==> src/rtl/enc_pkg.sv <==
// Shared types and widths for the sequential 4-to-2 priority encoder.
package enc_pkg;

  localparam int D_W       = 4;
  localparam int A_W       = 2;
  localparam int ERR_CNT_W = 8;

  typedef enum logic [1:0] {
    EMPTY = 2'd0,
    ONE   = 2'd1,
    TWO   = 2'd2
  } fifo_state_e;

  typedef struct packed {
    logic [A_W-1:0] a;
    logic           multi_hot;
  } entry_t;

endpackage

==> src/rtl/prio_enc4.sv <==
// Combinational 4-to-2 priority encoder: highest set bit wins, plus
// multi-hot and all-zero flags for the request word.
module prio_enc4
  import enc_pkg::*;
(
  input  logic [D_W-1:0] d,
  output logic [A_W-1:0] a,
  output logic           multi_hot,
  output logic           zero
);

  logic [2:0] ones;

  // NOTE: every output of a combinational block gets a default first, so no
  // path through the block leaves it unassigned and infers a latch.
  always_comb begin
    a = 2'd0;
    if (d[3])      a = 2'd3;
    else if (d[2]) a = 2'd2;
    else if (d[1]) a = 2'd1;
    else           a = 2'd0;
  end

  assign ones      = 3'(d[0]) + 3'(d[1]) + 3'(d[2]) + 3'(d[3]);
  assign multi_hot = (ones >= 3'd2);
  assign zero      = (d == '0);

endmodule

==> src/rtl/four_two_encoder_seq.sv <==
// Sequential 4-to-2 priority encoder with a 2-entry valid/ready output FIFO.
// Optional macro ENC_ERR_CNT_EN adds a saturating count of non-one-hot words.
module four_two_encoder_seq
  import enc_pkg::*;
(
  input  logic                 clk,
  input  logic                 rst,
  input  logic                 in_valid,
  output logic                 in_ready,
  input  logic [D_W-1:0]       d,
  output logic                 out_valid,
  input  logic                 out_ready,
  output logic [A_W-1:0]       a,
  output logic                 multi_hot
`ifdef ENC_ERR_CNT_EN
  ,
  output logic [ERR_CNT_W-1:0] err_cnt
`endif
);

  fifo_state_e    state_q, state_d;
  entry_t         head_q, head_d;
  entry_t         tail_q, tail_d;
  logic           in_ready_q, in_ready_d;
  logic           out_valid_q, out_valid_d;

  entry_t         new_entry;
  logic           new_zero;
  logic           accept, pop, push;

  prio_enc4 u_prio_enc4 (
    .d         (d),
    .a         (new_entry.a),
    .multi_hot (new_entry.multi_hot),
    .zero      (new_zero)
  );

  assign accept = in_valid && in_ready_q;
  assign pop    = out_valid_q && out_ready;
  // An all-zero word is consumed by the handshake but never stored.
  assign push   = accept && !new_zero;

  always_comb begin
    state_d = state_q;
    head_d  = head_q;
    tail_d  = tail_q;
    case (state_q)
      EMPTY: begin
        if (push) begin
          head_d  = new_entry;
          state_d = ONE;
        end
      end
      ONE: begin
        case ({push, pop})
          2'b10: begin
            tail_d  = new_entry;
            state_d = TWO;
          end
          2'b01: state_d = EMPTY;
          2'b11: head_d  = new_entry;
          default: ;
        endcase
      end
      TWO: begin
        // in_ready is low here, so only a pop can move the FIFO.
        if (pop) begin
          head_d  = tail_q;
          state_d = ONE;
        end
      end
      default: state_d = EMPTY;
    endcase

    in_ready_d  = (state_d != TWO);
    out_valid_d = (state_d != EMPTY);
  end

  // NOTE: the two entries are reset as well as the state, because a and
  // multi_hot are driven straight from the head entry and must read zero
  // after reset.
  always_ff @(posedge clk or posedge rst) begin
    if (rst) begin
      state_q     <= EMPTY;
      head_q      <= '0;
      tail_q      <= '0;
      in_ready_q  <= 1'b1;
      out_valid_q <= 1'b0;
    end else begin
      // NOTE: non-blocking assignments keep every flop sampling the
      // pre-edge values, independent of statement order.
      state_q     <= state_d;
      head_q      <= head_d;
      tail_q      <= tail_d;
      in_ready_q  <= in_ready_d;
      out_valid_q <= out_valid_d;
    end
  end

  assign in_ready  = in_ready_q;
  assign out_valid = out_valid_q;
  assign a         = head_q.a;
  assign multi_hot = head_q.multi_hot;

`ifdef ENC_ERR_CNT_EN
  logic [ERR_CNT_W-1:0] err_cnt_q, err_cnt_d;

  always_comb begin
    err_cnt_d = err_cnt_q;
    if (accept && (new_zero || new_entry.multi_hot) && (err_cnt_q != '1))
      err_cnt_d = err_cnt_q + ERR_CNT_W'(1);
  end

  always_ff @(posedge clk or posedge rst) begin
    if (rst) err_cnt_q <= '0;
    else     err_cnt_q <= err_cnt_d;
  end

  assign err_cnt = err_cnt_q;
`endif

endmodule
==> config.mk <==
export PLATFORM = sky130hd
export DESIGN_NAME = four_two_encoder_seq
export DESIGN_NICKNAME = d
export VERILOG_FILES = /design/src/rtl/enc_pkg.sv /design/src/rtl/prio_enc4.sv /design/src/rtl/four_two_encoder_seq.sv
export SDC_FILE = /design/constraint.sdc
export NUM_CORES = 1
export LEC_CHECK = 0
export ABC_AREA = 1
export BUFFER_PORTS_ARGS = -buffer_cell sky130_fd_sc_hd__buf_2
export CORE_MARGIN = 1.5
export CORE_UTILIZATION = 45
export DETAILED_ROUTE_END_ITERATION = 8
export GPL_TIMING_DRIVEN = 0
export PLACE_DENSITY = 0.71
export RECOVER_POWER = 100
export SYNTH_ARGS = -nofsm -noshare
export SYNTH_HDL_FRONTEND = slang
export SYNTH_SLANG_ARGS = --single-unit
export TNS_END_PERCENT = 10
==> constraint.sdc <==
create_clock -name clk -period 1.19 [get_ports clk]
set_clock_uncertainty 0.2 [all_clocks]
set_input_delay 0.1785 -clock clk [delete_from_list [all_inputs] [get_ports clk]]
set_output_delay 0.1785 -clock clk [all_outputs]
set_load 0.05 [all_outputs]
======== After elaboration in Yosys (flattened, before gate mapping) ========
Index checks and enable logic that the tools add are counted.
word-level totals
  input port bits ......................... 8
  logic and storage cells ................. 41
  register bits after elaboration ......... 10
  output and inout bits ................... 5
operators by class
  reductions and logical operators ........ 10
  add/sub/neg operators ................... 3
  equal/unequal tests ..................... 9
  $lt $le $gt $ge ......................... 1
  multiplexer cells ....................... 11
operator list
  operator                                                            count
  2-to-1 mux 3 bit                                                    3
  case mux 3 bit (3 select lines)                                     1
  2-to-1 mux 2 bit                                                    4
  adder 3 x 1 -> 3 bit                                                2
  == test 2 bit (second input constant)                               3
  != test 2 bit (second input constant)                               3
  case mux 2 bit (3 select lines)                                     1
  == test 2 x 1 -> 1 bit (second input constant)                      2
  zero test 4 bit                                                     1
  case mux 2 bit (2 select lines)                                     1
  AND reduction 4 bit                                                 1
  greater-or-equal comparator 3 x 2 -> 1 bit (second input constant)  1
  logical AND 1 bit                                                   3
  nonzero test 3 bit                                                  1
  adder 1 x 1 -> 2 bit                                                1
  zero test 2 bit                                                     1
  != test 2 x 1 -> 1 bit (second input constant)                      1
  AND reduction 2 bit                                                 1
  nonzero test 2 bit                                                  1
  zero test 1 bit                                                     1
  2-to-1 mux 1 bit                                                    1

======== Longest topological paths before layout ========
Gate-level depths: netlist of the first run.
  depth in word-level cells ............... 7
  gate-level depth with buffers ........... 9
  depth with buffers taken out ............ 9

======== Modules after synthesis ========
From an unflattened synthesis of the first run, not the netlist that was laid out.
second synthesis, totals
  cell total of the unflattened synthesis .. 75
  area, all modules ....................... 579.3 sq um
modules (own cells, without submodules)
  module                cells each  seq. area each (sq um)  instances  area each (sq um)
  four_two_encoder_seq  61          251.5                   1          496.7
  prio_enc4             14          0.0                     1          82.6

======== Worst setup path after synthesis of the first run ========
No wires, ideal clock.
  path kind ............................... reg2reg
  start ................................... reg out_valid_q, in the netlist out_valid
  end ..................................... reg head_q (netlist bit a[0])
  required time ........................... 0.871 ns
  library setup time ...................... 0.119 ns
  cell stages (with the launch flop) ...... 6
  path slack .............................. -0.302 ns
  clock period less this slack ............ 1.492 ns
  buffers on the path ..................... 0
  arrival ................................. 1.173 ns
  cell sequence ........................... dfrtp_1 -> nand2_2 -> a21boi_4 -> nand2_4 -> nand2_1 -> nand2_1
on the way
  word-level cells in the longest chain between the ends .. 4
  elaborated cells on any way between the ends .. 5
  classes of those cells .................. eq/ne: 3; reduce/logical: 2
ends and longest elaborated chain
  element                           RTL line                    RTL
  start: declaration                four_two_encoder_seq.sv:25  logic out_valid_q, out_valid_d;
  start signal: assignment          four_two_encoder_seq.sv:96  out_valid_q <= out_valid_d;
  logical AND 1 bit *               four_two_encoder_seq.sv:39  assign pop = out_valid_q && out_ready;
  == test 2 bit                     four_two_encoder_seq.sv:55  case ({push, pop})
  != test 2 x 1 -> 1 bit (no line)  --
  AND reduction 4 bit (no line) *   --
  end signal: assignment            four_two_encoder_seq.sv:85  head_q <= '0;
  end signal: assignment            four_two_encoder_seq.sv:93  head_q <= head_d;
  end: declaration                  four_two_encoder_seq.sv:22  entry_t head_q, head_d;
Mark *: on every way between the ends. The rest lies on a longest branch, timed or not.
A chain may end at the register's enable or synchronous reset.

======== Worst setup path in the final report of the first run ========
  start ................................... reg in_ready_q, in the netlist in_ready
  end ..................................... out in_ready
RTL lines
  element                   RTL line                    RTL
  start: declaration        four_two_encoder_seq.sv:24  logic in_ready_q, in_ready_d;
  start signal: assignment  four_two_encoder_seq.sv:95  in_ready_q <= in_ready_d;
  end: declaration          four_two_encoder_seq.sv:9   output logic in_ready,
No word-level cell between the ends.

==> results summary, run 1 <==
The sort of element at the start of the critical path is a flip-flop. The worst hold path terminates at tail_q[2]. For this run, the register share of the synthesized area comes to 43.0%.

The count of nets after finishing is 106. The placed cell count is around 100. Per report_power, the combinational group accounts for a little under three fifths of the total. The initial standard-cell utilization of the core came out at roughly 51%. The post-synthesis net count came out at 87. In this run the most critical hold path is launched from d[3]. The start of the worst register-to-register path is in_ready. In this run, the number of DRC markers left after iteration 0 of detailed routing was 2. The power density over the cells is 2950 mW/mm^2. The repair_antennas step left the layout with diodes totalling 0. The maximum level of the CTS H-tree came out at 1. The share of the clock period used by the worst path came out at 114%. The met1 usage is 18.0%. The final critical path time including I/O delays and setup is 1.35 ns.

The total die area came out at approximately 0.0015 sq mm. The peak supply drop came out at approximately 0.0013 V. The worst setup path is captured at an output port. The total count of max-transition violations in the final report is 0. Setup repair after global routing could not meet its margin everywhere. Using the TritonRoute via totals, the vias-per-cell ratio works out to 4.66. The number of top-level design ports is 13. The proportion of layout cells with a drive suffix above 1 is 36.2%.

The cell depth of the worst flop-to-flop path came out at 7. The congestion estimate from routability-driven global placement came to between 0.7 and 0.8. The arrival time at the worst endpoint came out at 0.97 ns. The switching power came out at 0.00106 W. Sequential cells burn around 29% of the power. The synthesized design contains 0 enable-type register cells. The area after detailed placement came out at 663 sq um.

The average footprint of a synthesized cell came out at ~7.7 sq um. The later pin in the worst-skew pair is clocked with a latency of 0.27 ns. The setup slack of the critical path after layout is -0.161 ns. The clock root buffer is sky130_fd_sc_hd__clkbuf_4. After detailed routing, the number of remaining DRC violations is 0.

The number of failing hold endpoints at the final stage is 0. The floorplan row count came out at 12. TritonCTS built the clock tree. The via count of the first global-routing pass is 461. The number of violations of the max-capacitance limit is 0. Compared with the post-synthesis result, the final layout area differs by 30.2%. In this design, the stage delay of the slowest critical-path cell is 0.55 ns.

In this run the worst path has a maximum fanout of 2. The number of antenna violations at the first check in global routing came to 0. The synthesized design contains 10 register bits. The first global-routing pass estimated 1790 microns of wire. The number of antenna-violating nets in the routed design is 0. Counting every sink on the clock net gives 10. Global routing used between 10% and 20% of the available tracks across all layers. The relative slew slack is between 70% and 80%. The vertical die dimension came out at 39.0 microns.

The floorplan step set the die width to 39.0 microns. The clock edge transition at the registers on the reported setup and hold paths is 0.07 ns. The fraction of registers with async set or reset after synthesis came out at 100%. The via count came out at 503. The register cell area after layout is 253 sq um. Cell internal power was estimated by the tool at ~0.0012 W. The post-detailed-routing wire length came out at 1070 microns. The post-route non-filler standard cell count came out at approximately 110. Along the worst hold path, the cell count comes to 5. STA puts the critical path data required time at between 0.8 and 0.9 ns. Among all flip-flop cells after synthesis, the most frequent one is sky130_fd_sc_hd__dfrtp_1. The number of buffers and inverters on the critical path came out at 1. The checks that failed: setup timing. The kind of cell with the highest combined delay along the critical path is flip-flops.

The synthesized instance count came out at 76. The total CTS buffers came out at 3. The commonest cells after synthesis are sky130_fd_sc_hd__nand2_1 (30), sky130_fd_sc_hd__inv_1 (11), sky130_fd_sc_hd__dfrtp_1 (9). The leakage power figure came out at 0.455 nW. The area occupied by multi-input gates came out at 293 sq um. The number of iterations in the first detailed-routing pass came out at 2.

Detailed placement ended at an HPWL of ~790 microns. For met3 alone, demand over resource in global routing was 6.94%. The count of yosys warnings during synthesis came out at 0.

The signal on the critical path passes through buf_6. The largest net degree at the start of global routing came out at 11. In the post-synthesis netlist, the cell with the most instances is sky130_fd_sc_hd__nand2_1. The area of the placeable core is 0.00116 sq mm. The run finished, with violations left.

The most used routing layer in global routing is met2. The path type of the worst setup path is reg -> out. The transition time at the pin with the least slew margin came out at 0.374 ns. The number of buffer cells added on primary ports is 12. The top-area cell type share of the netlist area came out at 38.5%. The clock group share of total power came out at 13.7%. The clock passes through at most 2 buffers. The summed instance area of the synthesized netlist is around 600 sq um.

Setup violations remaining at the end of the flow were counted as 15. The distinct cell type count of the synthesized netlist came out at 15. The finished layout cell area came out at 761 sq um. The tightest min-delay check is of the in -> reg type. The timing-limited maximum frequency came out at 0.740 GHz. sky130_fd_sc_hd__dfrtp_1 takes more of the synthesized area than any other cell.

The worst register-to-register path has a setup slack of -0.15 ns. The total overflow reported by the global router came out at 0. The average wire length per cell after detail routing is approximately 9.9 microns. After synthesis, the cell types taking the most area are sky130_fd_sc_hd__dfrtp_1 (39%), sky130_fd_sc_hd__nand2_1 (19%), sky130_fd_sc_hd__inv_1 (7.1%). The proportion of total power due to net switching is 47.3%. The count of fill cells added during filler insertion is slightly above 90. The slowest stage of the critical path is the sky130_fd_sc_hd__dfstp_2 cell. The met2 layer usage reported by global route came out at between 30 and 40%. The endpoint identified for the worst register-to-register timing path is tail_q[1].
[power by group through the flow]
| stage | combinational [W] | clock, W | sequential (W) |
|---|---|---|---|
| after CTS | 0.00125 | 0.000313 | 0.000654 |
| after detailed placement | 0.00111 | 0 | 0.000634 |
| after floorplan | 0.000597 | 0 | 0.000938 |
| final | 0.00128 | 0.000308 | 0.000657 |
| after global placement | 0.00109 | 0 | 0.000629 |
| after global routing | 0.00139 | 0.000326 | 0.000676 |
[layout make-up]
cell class | count | area share [%]
clock buffers | 4 | 4.77
well taps | 14 | 2.30
multi-input cells | 52 | 38.5
flip-flops and latches | 10 | 33.2
repair buffers | 14 | 14.3
inverters | 14 | 6.91
[layer usage]
metal,wire [microns],up-vias
met1,465,230
li1,-,263
met3,49,0
met2,555,10
met4,0,0
met5,0,-
[what timing repair did]
item | in CTS | in global routing
endpoints found under the hold margin | 10 | 0
endpoints found under the setup margin | 15 | 15
pin swaps | 4 | 3
hold buffers | 1 | 0
gates resized for setup | 14 | 0
buffers inserted | 0 | 1
[kinds of logic (layout without fill, tap and decap cells)]
family,count (synthesis),after routing,share of synthesized area (%)
AND/OR/NAND/NOR,46,46,36.6
buffers and inverters,14,32,8.99
adder cells (fa/ha/maj),3,3,6.42
flip-flops,10,10,43.0
AO/OA/AOI/OAI,3,3,4.93
[registers in the layout, summed over array words and instances (netlist names)]
signal and flops:
in_ready 1, state_q 2, multi_hot 1, tail_q 3, a 2, out_valid 1
[stage by stage]
stage,setup WS [ns],setup TNS (ns),total power [W],hold WS [ns],utilization (%)
floorplan,-0.281,-2.41,0.00154,-0.182,-
global placement,-0.337,-1.08,0.00172,-0.0342,57.4
detailed placement,-0.347,-1.24,0.00175,-0.0281,57.4
CTS,-0.175,-1.39,0.00222,0.0653,65.2
global route,-0.236,-1.96,0.00239,0.0975,65.8
finish,-0.161,-1.16,0.00224,0.0725,65.8
[worst max-delay path by stage]
stage | startpoint | to | slack [ns] | depth (start not counted)
2_1_floorplan | in_ready | tail_q[0] | -0.28 | 7
3_3_place_gp | d[1] | multi_hot | -0.34 | 10
3_5_place_dp | d[1] | multi_hot | -0.35 | 10
4_1_cts | in_ready | tail_q[1] | -0.17 | 7
5_1_grt | in_ready | tail_q[0] | -0.24 | 7
6_report | in_ready | in_ready | -0.16 | 1
[cell usage in the layout, fill, tap and decap left out, drive strengths merged]
master / n
nand2: 36
inv: 14
buf: 13
dfrtp: 9
nand3: 5
nor2: 5
clkbuf: 4
ha: 3
o21ai: 2
a21boi: 1
dlygate4sd3: 1
dfstp: 1
No activity file was read; power rests on OpenSTA's default activity.
==> run 2: changes to the inputs <==
SKIP_LAST_GASP = 1   (was not set)
==> results summary, run 2 (synthesized netlist as in run 1, its figures left out) <==
The maximum level of the CTS H-tree is 1 (unchanged). The worst setup path is captured at an output port. The total die area came out at 0.00152 sq mm (unchanged). The power density over the cells is 2900 mW/mm^2 (-1.7%).

The placer's final routability congestion estimate was 0.733 (unchanged). The total count of max-transition violations in the final report was 0 (unchanged). The final routed DRC violation total is 0 (unchanged). The clock group share of total power came out at 14.5% (+0.8 points). The share of the clock period used by the worst path came to 113% (-0.30 points). Traced cell by cell, the critical path runs through buf_6.

The number of buffers and inverters on the critical path was 1 (unchanged). The average vias per placed instance is 4.66 (+0.13%). The overall track demand over capacity in global routing is 17.3% (-0.24 points). The count of inserted antenna diode cells came out at 0 (unchanged).

The setup violation total in the final timing report came out at 15 (unchanged). The via count of the first global-routing pass was 459 (-0.43%). The final critical path time including I/O delays and setup is 1.35 ns (-0.00351 ns). The proportion of layout cells with a drive suffix above 1 came out at 35.5% (-0.69 points).

The total CTS buffers is 3 (unchanged). The setup fix buffers added after clock tree synthesis is 0 (unchanged). Among cell families on the critical path, the largest total delay comes from flip-flops. Setup repair after global routing could not meet its margin everywhere. The clock edge transition at the registers on the reported setup and hold paths came out at 0.07 ns (about the same). The sort of element at the start of the critical path is a flip-flop. The master of the slowest instance on the critical path is sky130_fd_sc_hd__dfstp_2.

The total power consumption of the routed design came out at 0.00211 W (-5.9%). The number of antenna violations at the first check in global routing is 0 (unchanged). The post-detailed-routing wire length came out at 1060 microns (-1.1%). The HPWL reported at the end of detailed placement came out at 792 microns (unchanged). The number of antenna-violating nets in the routed design came out at 0 (unchanged). The area after detailed placement is 663 sq um (unchanged). The global-route wire length before repair is 1760 microns (-1.6%). The largest stage delay on the critical path is 0.54 ns (about the same).

The via count came out at 499 (-0.80%). The setup slack of the critical path after layout came to -0.158 ns (+0.00351 ns). The total overflow reported by the global router came out at 0 (unchanged). In the layout the commonest cells are sky130_fd_sc_hd__nand2_1 (29), sky130_fd_sc_hd__buf_2 (11), sky130_fd_sc_hd__inv_1 (10), sky130_fd_sc_hd__dfrtp_1 (8). The internal power component came out at 0.00107 W (-9.1%).

The largest net degree at the start of global routing came to 11 (unchanged). The count of fill cells added during filler insertion is 94 (+2.2%). The flow ran to the end, but the final reports show violations. The number of top-level design ports is 13 (unchanged). The checks that failed: setup timing. The floorplan row count came out at 12 (unchanged). The number of failing hold endpoints at the final stage came out at 0 (unchanged). The clock root buffer is sky130_fd_sc_hd__clkbuf_4. The number of violations of the max-capacitance limit is 0 (unchanged). The proportion of total power due to net switching came out at 49.1% (+1.8 points). The vertical die dimension is 39.0 microns (unchanged). The number of buffer cells added on primary ports came to 12 (unchanged). The switching power came out at 0.00104 W (-2.2%). By startpoint and endpoint, the worst setup path is classified as reg -> out.

The area of the placeable core is 0.00116 sq mm (unchanged). The required time at the endpoint of the critical path came out at 0.81 ns (about the same). The peak supply drop is 0.00125 V (-6.7%).

The initial standard-cell utilization of the core came to 50.5% (unchanged). The average wire length per cell after detail routing came to 9.88 microns (-0.20%). The number of iterations in the first detailed-routing pass came to 4 (+2). The finished layout cell area came out at 728 sq um (-4.3%).

The final core utilization is 63.0% (-2.8 points). The relative slew slack came out at 75.0% (-0.10 points). The count of nets after finishing was 105 (-0.94%). The clock net sink count was 10 (unchanged). The number of design-rule violations left by the first detailed-router iteration came out at 6 (+4). The number of flip-flops under the largest register name was 3 (unchanged). The arrival time at the worst endpoint came to 0.97 ns (about the same). The worst-case hold slack came to 0.0754 ns (+0.00289 ns). The clock insertion delay at the later pin of the skew report came out at 0.27 ns (about the same). TritonCTS built the clock tree. The tightest min-delay check is of the in -> reg type. The most frequent standard cell in the layout excluding fill and tap cells is sky130_fd_sc_hd__nand2_1. The maximum buffer depth of the clock tree came out at 2 (unchanged).

The part of the power in combinational logic is 55.2% (-1.8 points). The leakage power figure is 0.443 nW (-2.6%). The register ranked first by flip-flop count is tail_q. The share of power burned in registers is 30.3% (+1.0 points). The transition time at the pin with the least slew margin came out at 0.375 ns (+0.00153 ns). The timing-limited maximum frequency is 0.742 GHz (+0.26%). The layout-stage area growth over the synthesis result came out at 24.6%. The maximum fanout count along the critical path was 2 (unchanged).

The width of the die is 39.0 microns (unchanged).
## run 2: changes by cell type in the layout (fill, tap and decap cells not counted), sizes merged
cell / change
buf: -1
## run 2: worst paths after layout
path	start	end	slack, ns	depth (start not counted)
hold / removal	d[3]	tail_q[2]	0.08	5
setup / recovery	in_ready	in_ready	-0.16	1
min in group asynchronous	rst	tail_q[2]	0.22	3
max in group asynchronous	rst	in_ready	0.26	3
hold reg to reg	a[1]	a[1]	0.27	2
setup reg to reg	state_q[1]	a[0]	-0.15	6
## run 2: cell type report
class / instances / area (sq um) / share of cell area, %
Inverter: 14 / 52.6 / 7.22
Timing Repair Buffer: 13 / 76.3 / 10.5
Tap cell: 14 / 17.5 / 2.41
Sequential cell: 10 / 253 / 34.7
Multi-Input combinational cell: 52 / 293 / 40.2
Clock buffer: 4 / 36.3 / 4.98
## run 2: layer usage
| metal | part of all wire (%) | routed length [microns] | global-route usage (%) | up-vias |
|---|---|---|---|---|
| met3 | 4.9 | 52 | 6.94 | 0 |
| met4 | 0 | 0 | 2.59 | 0 |
| li1 | - | - | - | 260 |
| met5 | 0 | 0 | 0 | - |
| met1 | 44 | 464 | 18.0 | 229 |
| met2 | 51 | 541 | 32.5 | 10 |
## run 2: repair_timing
item	4_1_cts	5_1_grt
resized for setup	6	0
setup endpoints to repair	15	15
hold buffers	1	0
pin swaps	2	1
hold endpoints to repair	10	0
## run 2: power by group through the flow
stage	registers [W]	logic (W)	clock network, W
floorplan	0.000938	0.000597	0
global placement	0.000629	0.00109	0
detailed placement	0.000634	0.00111	0
CTS	0.000637	0.00117	0.000313
global route	0.000660	0.00127	0.000326
finish	0.000640	0.00117	0.000305
## run 2: worst register-to-register path, cell delays in order (launching register included)
cell	delay (ns)
sky130_fd_sc_hd__dfrtp_1	0.41
sky130_fd_sc_hd__inv_2	0.12
sky130_fd_sc_hd__nand2_2	0.08
sky130_fd_sc_hd__a21boi_4	0.20
sky130_fd_sc_hd__nand2_4	0.09
sky130_fd_sc_hd__nand2_1	0.06
sky130_fd_sc_hd__nand2_1	0.06
## run 2: through the flow
| stage | TNS [ns] | worst slack [ns] | cells |
|---|---|---|---|
| floorplan | -2.41 | -0.281 | 76 |
| global placement | -1.08 | -0.337 | 102 |
| detailed placement | -1.24 | -0.347 | 102 |
| CTS | -1.62 | -0.175 | 107 |
| global route | -2.26 | -0.236 | 107 |
| finish | -1.43 | -0.158 | 107 |
==> run 3: changes to the inputs <==
ABC_AREA = not set   (was 1)
CORE_AREA = 2 2 39 41   (was not set)
CORE_MARGIN = not set   (was 1.5)
CORE_UTILIZATION = not set   (was 45)
DIE_AREA = 0 0 41 43   (was not set)
PLACE_DENSITY = 0.67   (was 0.71)
clock period = 1.4 ns   (was 1.19 ns; I/O delays follow)
==> results summary, run 3 <==
The flow ran to the end, but the final reports show violations. The final reports fail on setup timing. The relative slew slack is 74.7% (-0.31 points). The power density over the cells is 2370 mW/mm^2 (-18%). The proportion of layout cells with a drive suffix above 1 is 57.5% (+22 points).

The number of failing hold endpoints at the final stage came out at 0 (unchanged). The final routed DRC violation total is 0 (unchanged). The area of the placeable core was 0.00138 sq mm (+20%). The initial standard-cell utilization of the core came out at 42.3% (-8.2 points). Leaving out fill and tap cells, the most frequent cell in the layout is sky130_fd_sc_hd__buf_2. The total die area came out at 0.00176 sq mm (+16%). The finished layout cell area came out at 798 sq um (+9.6%). The path type of the worst setup path is in -> reg. The top-area cell type share of the netlist area is 38.5% (-0.082 points). The clock net sink count came out at 10 (unchanged). The most used flip-flop cell after synthesis is sky130_fd_sc_hd__dfrtp_1. The top cell types in the final layout, fill and taps aside, are sky130_fd_sc_hd__buf_2 (7), sky130_fd_sc_hd__dfrtp_1 (6), sky130_fd_sc_hd__inv_1 (5), sky130_fd_sc_hd__mux2_4 (5), sky130_fd_sc_hd__buf_4 (5). The post-synthesis net count came to 63 (-28%).

The clock edge transition at the registers on the reported setup and hold paths is 0.07 ns (about the same). The global-route wire length before repair came out at 1840 microns (+4.3%). The distinct cell type count of the synthesized netlist is 24 (+9). The worst setup path is captured at a flip-flop. The number of buffer cells added on primary ports came out at 12 (unchanged).

The via count was 448 (-10%). For the finished layout, the period the worst path requires is 1.65 ns. The worst-case hold slack came out at 0.0498 ns (-0.0256 ns). The maximum buffer depth of the clock tree came out at 2 (unchanged). The vertical die dimension came out at 43 microns (+10%). The setup slack of the critical path after layout is -0.253 ns (-0.0951 ns).

In this run the worst hold path is classified as in -> reg. The total CTS buffers is 3 (unchanged). The proportion of total power due to net switching is 42.8% (-6.3 points). After synthesis, the cell types taking the most area are sky130_fd_sc_hd__dfrtp_1 (38%), sky130_fd_sc_hd__ha_1 (6.4%), sky130_fd_sc_hd__mux2_2 (5.8%). The switching power came out at 0.000812 W (-22%). The area growth from synthesis to layout is 36.3%. The synthesized instance count came out at 52 (-32%). The average wire length per cell after detail routing is 12.4 microns (+26%). The transition time at the pin with the least slew margin came out at 0.380 ns (+0.00458 ns). The TritonCTS clock tree is built.

The share of power burned in registers came out at 30.2% (about the same). The number of violations of the max-capacitance limit is 0 (unchanged). The HPWL reported at the end of detailed placement is 798 microns (+0.83%). The total overflow reported by the global router came out at 0 (unchanged). Based on the critical path, the design can be clocked at up to 0.605 GHz. The summed instance area of the synthesized netlist is 586 sq um (+0.21%). The dominant cell type by area after synthesis is sky130_fd_sc_hd__dfrtp_1. The part of the power in combinational logic came to 55.9% (+0.7 points). Counting instances in the post-synthesis netlist gives the leading cell types as sky130_fd_sc_hd__dfrtp_1 (9), sky130_fd_sc_hd__inv_1 (7), sky130_fd_sc_hd__nand2_1 (5). The average vias per placed instance is 5.03 (+7.9%). The count of inserted antenna diode cells was 0 (unchanged).

The flip-flop and latch count after synthesis came out at 10 (unchanged). The number of design-rule violations left by the first detailed-router iteration is 3 (-3). The placer's final routability congestion estimate is 0.679 (-7.3%). The share of the clock period used by the worst path is 118%. The sequential element share of the synthesized area came out at 42.9% (-0.092 points). The tree is rooted in a sky130_fd_sc_hd__clkbuf_4. The number of antenna-violating nets in the routed design came to 0 (unchanged).

The area after detailed placement is 709 sq um (+7.0%). The floorplan row count is 14 (+2). Setup repair after global routing could not meet its margin everywhere. The total count of max-transition violations in the final report came out at 0 (unchanged).

The required time at the endpoint of the critical path came out at 1.35 ns (+0.54 ns). The number of iterations in the first detailed-routing pass is 3 (-1). The leakage power figure is 0.373 nW (-16%).

The number of top-level design ports was 13 (unchanged). The cell with the most instances after synthesis is sky130_fd_sc_hd__dfrtp_1. The worst setup path is launched from an input pin. The internal power component is 0.00108 W (+0.87%). The peak supply drop came out at 0.00140 V (+12%). The maximum fanout count along the critical path came out at 3 (+1). The width of the die is 41 microns (+5.0%). The maximum level of the CTS H-tree came out at 1 (unchanged).

The number of antenna violations at the first check in global routing came out at 0 (unchanged). The number of enable-type register cells in the synthesized netlist came out at 0 (unchanged). The overall track demand over capacity in global routing came to 15.8% (-1.5 points). The setup violation total in the final timing report was 11 (-4). The arrival time at the worst endpoint came out at 1.61 ns (+0.64 ns). The register ranked first by flip-flop count is tail_q.

The post-detailed-routing wire length came out at 1110 microns (+4.8%). The clock insertion delay at the later pin of the skew report came out at 0.27 ns (about the same). The average footprint of a synthesized cell is 11.3 sq um (+46%).

The via count of the first global-routing pass is 433 (-5.7%). The clock group share of total power is 13.9% (-0.6 points). The largest net degree at the start of global routing came to 11 (unchanged). The count of nets after finishing came out at 85 (-19%). The fraction of registers with async set or reset after synthesis is 100% (unchanged). The number of flip-flops under the largest register name was 3 (unchanged).

The count of yosys warnings during synthesis is 0 (unchanged).
run 3: cell count changes in the layout (fill, tap and decap cells not counted), sizes merged, moves of 3 or more:
| cell | before | now |
|---|---|---|
| nand2 | 36 | 5 |
| inv | 14 | 7 |
| mux2 | 0 | 5 |
| nand3 | 5 | 0 |
| clkbuf | 4 | 8 |
| nor2 | 5 | 1 |
| a21oi | 0 | 3 |
| mux2i | 0 | 3 |
run 3: layout make-up:
| type | instances | area, sq um |
|---|---|---|
| plain buffers | 1 | 11.3 |
| clock buffers | 4 | 36.3 |
| fillers | 125 | 586 |
| inverters | 7 | 28.8 |
| multi-input cells | 34 | 344 |
| flip-flops and latches | 10 | 255 |
| well taps | 16 | 20.0 |
| repair buffers | 17 | 103 |
run 3: path summary, 6_finish.rpt:
path	endpoint	cells after the start	from	slack [ns]
worst max-delay path	multi_hot	7	d[1]	-0.25
worst min-delay path	in_ready	3	out_ready	0.05
worst max register to register	multi_hot	4	in_ready	-0.24
worst min register to register	a[0]	1	a[0]	0.32
max in group asynchronous	in_ready	3	rst	0.43
min in group asynchronous	a[1]	3	rst	0.25
run 3: worst max-delay path, cell delays in order:
cell	delay, ns
sky130_fd_sc_hd__buf_4	0.13
sky130_fd_sc_hd__inv_4	0.05
sky130_fd_sc_hd__ha_4	0.20
sky130_fd_sc_hd__ha_4	0.22
sky130_fd_sc_hd__a211o_1	0.27
sky130_fd_sc_hd__mux2_4	0.27
sky130_fd_sc_hd__mux2_4	0.25
run 3: power by group through the flow:
| stage | Sequential [W] | Clock [W] | Combinational, W |
|---|---|---|---|
| floorplan | 0.000810 | 0 | 0.000538 |
| global route | 0.000597 | 0.000278 | 0.00113 |
| CTS | 0.000575 | 0.000269 | 0.00103 |
| global placement | 0.000568 | 0 | 0.000936 |
| finish | 0.000572 | 0.000263 | 0.00106 |
| detailed placement | 0.000574 | 0 | 0.000954 |
run 3: per-layer routing:
metal  global-route usage (%)  routed length, microns  vias up
li1                         -                       -      218
met1                     22.4                     501      218
met2                     22.2                     571       12
met3                     4.71                      36        0
met4                     6.00                       0        0
met5                        0                       0        -
run 3: logic make-up (layout without fill, tap and decap cells):
kind of cell	after synthesis	after routing	synth area share, %
compound gates	12	12	15.2
flops	10	10	43.0
simple gates	10	10	11.1
mux	8	8	16.0
buf+inv	8	29	6.41
fa+ha+maj	4	4	8.33
run 3: stage by stage:
step           setup TNS [ns]  total power [W]  worst slack, ns  cells  utilization (%)
4_1_cts                 -1.64          0.00187           -0.254     88             57.1
6_report                -1.46          0.00190           -0.253     89             57.7
5_1_grt                 -2.10          0.00201           -0.291     89             57.7
2_1_floorplan           -2.51          0.00135           -0.403     52                -
3_5_place_dp            -1.94          0.00153           -0.594     80             51.3
3_3_place_gp            -1.74          0.00150           -0.568     80             51.3
run 3: timing repair:
action | CTS | global route
pin swaps | 4 | 3
endpoints found under the setup margin | 9 | 11
hold endpoints to repair | 9 | 0
resized for setup | 4 | 1
setup buffers | 3 | 1
hold buffers | 1 | 0
